## src/rtl/alu_seq_pkg.sv

```systemverilog
// rtl/alu_seq_pkg.sv - opcode/state enums and flag bit indices for alu_seq
package alu_seq_pkg;

  typedef enum logic [2:0] {
    OP_ADD = 3'b000,
    OP_SUB = 3'b001,
    OP_AND = 3'b010,
    OP_OR  = 3'b011,
    OP_XOR = 3'b100,
    OP_SHL = 3'b101,
    OP_SHR = 3'b110,
    OP_CMP = 3'b111
  } op_e;

  typedef enum logic [1:0] {
    IDLE = 2'd0,
    EXEC = 2'd1,
    DONE = 2'd2
  } state_e;

  localparam int FLAG_Z = 0;
  localparam int FLAG_N = 1;
  localparam int FLAG_C = 2;

  function automatic logic is_shift(input op_e op);
    return (op == OP_SHL) || (op == OP_SHR);
  endfunction

  function automatic logic [2:0] pack_flags(input logic c, input logic n, input logic z);
    logic [2:0] f;
    f         = '0;
    f[FLAG_C] = c;
    f[FLAG_N] = n;
    f[FLAG_Z] = z;
    return f;
  endfunction

endpackage

```

## src/rtl/alu_seq_core.sv

```systemverilog
// rtl/alu_seq_core.sv - combinational datapath: one-shot ops plus a single-bit shift step
// Carry outputs exist only when ALU_FLAGS_EN is defined.
module alu_seq_core
  import alu_seq_pkg::*;
#(
  parameter int WIDTH = 16
) (
  input  logic [WIDTH-1:0] a_i,
  input  logic [WIDTH-1:0] b_i,
  input  op_e              op_i,
  input  logic [WIDTH-1:0] work_i,
  input  logic             left_i,
  output logic [WIDTH-1:0] result_o,
  output logic [WIDTH-1:0] step_o
`ifdef ALU_FLAGS_EN
  ,
  output logic             carry_o,
  output logic             step_bit_o
`endif
);

  // Shift opcodes reaching here have amount 0, so they pass operand A through.
  always_comb begin
    result_o = a_i;
    case (op_i)
      OP_ADD: result_o = a_i + b_i;
      OP_SUB: result_o = a_i - b_i;
      OP_AND: result_o = a_i & b_i;
      OP_OR:  result_o = a_i | b_i;
      OP_XOR: result_o = a_i ^ b_i;
      OP_CMP: begin
        result_o = '0;
        if (a_i > b_i)      result_o[1:0] = 2'd1;
        else if (a_i < b_i) result_o[1:0] = 2'd2;
      end
      default: result_o = a_i;
    endcase
  end

  always_comb begin
    if (left_i) step_o = {work_i[WIDTH-2:0], 1'b0};
    else        step_o = {1'b0, work_i[WIDTH-1:1]};
  end

`ifdef ALU_FLAGS_EN
  // A modular sum smaller than an addend means the add wrapped.
  always_comb begin
    carry_o = 1'b0;
    case (op_i)
      OP_ADD:  carry_o = (result_o < a_i);
      OP_SUB:  carry_o = (a_i < b_i);
      default: carry_o = 1'b0;
    endcase
  end

  assign step_bit_o = left_i ? work_i[WIDTH-1] : work_i[0];
`endif

endmodule

```

## src/rtl/alu_seq.sv

```systemverilog
// rtl/alu_seq.sv - handshaked ALU with iterative shifter and registered result
// Optional status flags port enabled by ALU_FLAGS_EN.
module alu_seq
  import alu_seq_pkg::*;
#(
  parameter int WIDTH = 16
) (
  input  logic             clk,
  input  logic             reset,
  input  logic             in_valid,
  output logic             in_ready,
  input  logic [WIDTH-1:0] in_a,
  input  logic [WIDTH-1:0] in_b,
  input  logic [2:0]       select,
  output logic             out_valid,
  input  logic             out_ready,
  output logic [WIDTH-1:0] alu_out
`ifdef ALU_FLAGS_EN
  ,
  output logic [2:0]       flags
`endif
);

  localparam int SHW = $clog2(WIDTH);

  state_e           state_q;
  logic [WIDTH-1:0] work_q;
  logic [WIDTH-1:0] alu_out_q;
  logic [SHW-1:0]   cnt_q;
  logic             left_q;
  logic             in_ready_q;
  logic             out_valid_q;

  op_e              op_d;
  logic [SHW-1:0]   amt_d;
  logic [WIDTH-1:0] core_result;
  logic [WIDTH-1:0] step_d;

  assign op_d  = op_e'(select);
  assign amt_d = in_b[SHW-1:0];

`ifdef ALU_FLAGS_EN
  logic [2:0] flags_q;
  logic       core_carry;
  logic       step_bit;
  logic [2:0] acc_flags_d;
  logic [2:0] step_flags_d;

  assign acc_flags_d  = pack_flags(core_carry, core_result[WIDTH-1], core_result == '0);
  assign step_flags_d = pack_flags(step_bit, step_d[WIDTH-1], step_d == '0);
  assign flags        = flags_q;
`endif

  alu_seq_core #(.WIDTH(WIDTH)) u_core (
    .a_i        (in_a),
    .b_i        (in_b),
    .op_i       (op_d),
    .work_i     (work_q),
    .left_i     (left_q),
    .result_o   (core_result),
    .step_o     (step_d)
`ifdef ALU_FLAGS_EN
    ,
    .carry_o    (core_carry),
    .step_bit_o (step_bit)
`endif
  );

  always_ff @(posedge clk) begin
    if (reset) begin
      state_q     <= IDLE;
      work_q      <= '0;
      alu_out_q   <= '0;
      cnt_q       <= '0;
      left_q      <= 1'b0;
      in_ready_q  <= 1'b1;
      out_valid_q <= 1'b0;
`ifdef ALU_FLAGS_EN
      flags_q     <= '0;
`endif
    end else begin
      case (state_q)
        IDLE: begin
          if (in_valid) begin
            in_ready_q <= 1'b0;
            if (is_shift(op_d) && (amt_d != '0)) begin
              work_q  <= in_a;
              cnt_q   <= amt_d;
              left_q  <= (op_d == OP_SHL);
              state_q <= EXEC;
            end else begin
              alu_out_q   <= core_result;
              out_valid_q <= 1'b1;
              state_q     <= DONE;
`ifdef ALU_FLAGS_EN
              flags_q     <= acc_flags_d;
`endif
            end
          end
        end
        EXEC: begin
          work_q <= step_d;
          cnt_q  <= cnt_q - 1'b1;
          // The cycle that sees a count of 1 performs the last shift.
          if (cnt_q == SHW'(1)) begin
            alu_out_q   <= step_d;
            out_valid_q <= 1'b1;
            state_q     <= DONE;
`ifdef ALU_FLAGS_EN
            flags_q     <= step_flags_d;
`endif
          end
        end
        DONE: begin
          if (out_ready) begin
            out_valid_q <= 1'b0;
            in_ready_q  <= 1'b1;
            state_q     <= IDLE;
          end
        end
        default: begin
          state_q     <= IDLE;
          in_ready_q  <= 1'b1;
          out_valid_q <= 1'b0;
        end
      endcase
    end
  end

  assign in_ready  = in_ready_q;
  assign out_valid = out_valid_q;
  assign alu_out   = alu_out_q;

endmodule

```

## config.mk

```make
export PLATFORM = sky130hd
export DESIGN_NAME = alu_seq
export DESIGN_NICKNAME = d
export VERILOG_FILES = /design/src/rtl/alu_seq_pkg.sv /design/src/rtl/alu_seq_core.sv /design/src/rtl/alu_seq.sv
export SDC_FILE = /design/constraint.sdc
export NUM_CORES = 1
export LEC_CHECK = 0
export BUFFER_PORTS_ARGS = -buffer_cell sky130_fd_sc_hd__buf_4
export CAP_MARGIN = 10
export CORE_MARGIN = 2
export CORE_UTILIZATION = 55
export DETAILED_ROUTE_END_ITERATION = 7
export PLACE_DENSITY = 0.91
export SETUP_SLACK_MARGIN = 0.05
export SLEW_MARGIN = 20
export SYNTH_ARGS = -nofsm -noshare
export SYNTH_HDL_FRONTEND = slang
export SYNTH_SLANG_ARGS = --single-unit
```

## constraint.sdc

```tcl
create_clock -name clk -period 2.25 [get_ports clk]
set_input_delay 0.1125 -clock clk [delete_from_list [all_inputs] [get_ports clk]]
set_output_delay 0.1125 -clock clk [all_outputs]
set_load 0.005 [all_outputs]
```

==> flow_summary.yaml <==
global_routing:
  grt_usage: 0.3686
  grt_antenna_before_repair: 0
  met2_usage: 0.5878
  grt_max_degree: 42
  overflow: 0
  grt-busiest-layer: "met2"
  grt_pass1_wl_um: 29550
  use_met1: 0.5135
  grt_util_met3: 0.04919
  first_global_vias: 5898
power:
  sequentialPowerShare: 0.291
  cellLeakagePower_nw: 2.795
  vdd_ir_drop_max_mv: 0.3807
  swShare: 0.3927
  pwr-share-clk: 0.206
  netSwitchingPower_mw: 1.136
  powerDensity_mw_per_mm2: 450.0
  comb_power_share: 0.503
  p_int_mw: 1.757
job:
  drv_cap: 0
yosys:
  yosysWarnings: 0
  avgSynthCellArea_um2: 7.173
  yosysMostFrequentCell: "nor2_1"
  syn_inst: 700
  synth_top_area_share: 0.1635
  ys_top_cells_by_count: "82 x nor2_1, 64 x a21oi_1, 64 x o21ai_0"
  synth_edf_count: 0
  synth_top_cell_by_area: "dfxtp_1"
  synth_area_leaders: "dfxtp_1 16%, ha_1 14%, a21oi_1 6.4%, o21ai_0 6.4%, nor2_1 6.1%"
  synthFlopType: "dfxtp_1"
  seq_area_frac_synth: 0.1635
  async_flop_share: 0
  synth_cell_type_count: 76
  synth_seq_cells: 41
  syn_area_mm2: 0.005021
  syn-num-nets: 797
min_path:
  hold_path_class: "input port to flip-flop"
  min-delay-start: "in_valid"
clock_network:
  clockBufferDepth: 2
  clkTransAtPathRegs_ns: 0.08
  ctsRootBufferMaster: "clkbuf_8"
  cts_tree: "yes"
  clock-sinks: 41
  cts_buffers: 5
  cts_hold_buf: 0
  htreeDepth: 2
  clk_latency_ns: 0.30
worst_setup_path:
  crit_path_start_kind: "input port"
  reg2reg_depth: 6
  end_kind: "flip-flop"
  cp-endpoint: "alu_out[9]$_SDFFE_PP0P_"
  required_ns: 2.44
  crit_arrival_ns: 2.37
  reg2reg_slack_ns: 0.07
  reg2reg_to: "alu_out[9]$_SDFFE_PP0P_"
  path_cells: "buf_4 > inv_1 > ha_4 > nor2_1 > o311ai_2 > a31oi_2 > buf_4 > nand2_1 > a21oi_1 > nor4b_1 > buf_4 > o31ai_1"
  critPathKind: "input port to flip-flop"
  cp_slowest_stage_delay_ns: 0.54
  r2r_start: "state_q[1]$_SDFFE_PP0P_"
  cp_max_fo: 5
  cpMostUsedCell: "buf_4"
  crit_slowest_cell: "nor4b_1"
  crit_start: "in_a[1]"
finish:
  drive_above_1_share: 0.2655
  diodes: 0
  nets: 922
  syn_to_final_growth_pct: 28.03
  fin_area_mm2: 0.006429
floorplanning:
  num_io_pins: 57
  initial_core_util: 0.5702
  coreArea_mm2: 0.008806
  die_x_um: 99.55
  rows: 34
  die-area_mm2: 0.009909
  die_h_um: 99.55
placement:
  place_hpwl_um: 14570
  gp_congestion: 1.004
  numPortBuffers: 56
  place_area_mm2: 0.006188
route:
  routed_wl_um: 18730
  drt.antenna.violating_nets: 0
  drtIter0Drc: 868
  wl_per_cell_um: 20.07
  drtPass1Iterations: 6
  vias: 6233
  via_per_inst: 6.681
  drc: 0
timing:
  finClkSkew_ns: 0.003183
  relSlewSlack: 0.6111
  slew_violations: 0
  holdWs_ns: 0.08312
  setup_viol: 0
  rsz0062_at_grt: "yes"
  fmax_mhz: 458.1
  period_minus_slack_ns: 2.183
  hold_viol: 0
  post-route-period-util: 0.9702
  tightest_slew_ns: 0.5812
run_status:
  status: "complete, no violations"
through the flow:
stage | util | total power, mW | TNS, ns | std cells | setup slack [ns]
2_1_floorplan | - | 1.612 | 0 | 700 | 0.07769
3_3_place_gp | 0.7028 | 2.171 | -0.8205 | 925 | -0.1426
3_5_place_dp | 0.7028 | 2.208 | -1.575 | 925 | -0.2203
4_1_cts | 0.7146 | 2.788 | 0 | 932 | 0.05013
5_1_grt | 0.7300 | 3.026 | -0.02858 | 933 | -0.02858
6_report | 0.7300 | 2.893 | 0 | 933 | 0.06706
what timing repair did:
action | CTS | global route
buffers inserted | 0 | 1
gates resized for setup | 0 | 26
endpoints found under the setup margin | 0 | 14
critical path, delay by kind of cell:
family	cells	cell delay, ns
AND/OR/NAND/NOR	3	0.68
AO/OA/AOI/OAI	4	0.68
buffers and inverters	4	0.61
adder cells (fa/ha/maj)	1	0.29
layer usage:
metal,vias to the layer above,share of wire
li1,2788,-
met1,2911,0.40
met2,444,0.44
met3,90,0.11
met4,0,0.036
met5,-,0
how the worst min path moves through the flow:
stage | slack, ns | to | cells past startpoint
2_1_floorplan | 0.25 | state_q[1]$_SDFFE_PP0P_ | 2
3_3_place_gp | 0.37 | state_q[1]$_SDFFE_PP0P_ | 3
3_5_place_dp | 0.38 | state_q[1]$_SDFFE_PP0P_ | 3
4_1_cts | 0.08 | state_q[1]$_SDFFE_PP0P_ | 3
5_1_grt | 0.1 | state_q[1]$_SDFFE_PP0P_ | 3
6_report | 0.08 | state_q[1]$_SDFFE_PP0P_ | 3
cells in the final DEF (no fill, tap or decap), drive strengths merged, types with 18 or more instances in the layout:
cell    count
buf       169
o211ai     21
dfxtp      41
inv        52
mux2i      20
ha         56
a21oi      64
a211oi     19
nor2       82
o21ai      64
nor3       18
nand2      50
power groups by stage:
stage / Combinational [mW] / Clock, mW / Sequential [mW]
after global placement: 1.32 / 0 / 0.853
final: 1.45 / 0.596 / 0.842
after global routing: 1.56 / 0.622 / 0.848
after detailed placement: 1.35 / 0 / 0.856
after CTS: 1.36 / 0.590 / 0.839
after floorplan: 0.768 / 0 / 0.843
kinds of logic (layout without fill, tap and decap cells):
family	count (synthesis)	after routing	synth area share
AOI/OAI and AO/OA	257	257	0.3456
buffers and inverters	103	228	0.08696
adders and majority gates	59	59	0.1495
and+or+nand+nor	210	210	0.1951
DFF	41	41	0.1635
xor gates and xnor gates	9	9	0.01720
muxes	21	21	0.04211
final cells by class:
cell class              instances  area, um^2
clock buffers                   5       68.82
flip-flops and latches         41       820.8
well taps                     108       135.1
multi-input cells             556        3892
inverters                      52       195.2
fillers                       694        2377
clock inverters                 2       35.03
repair buffers                169        1281
sequential cells by signal, summed over array words and instances, names as in the netlist:
register,flops
out_valid,1
cnt_q,4
state_q,2
left_q,1
in_ready,1
alu_out,16
work_q,16
Note: power is estimated with default switching activity, not from simulation.
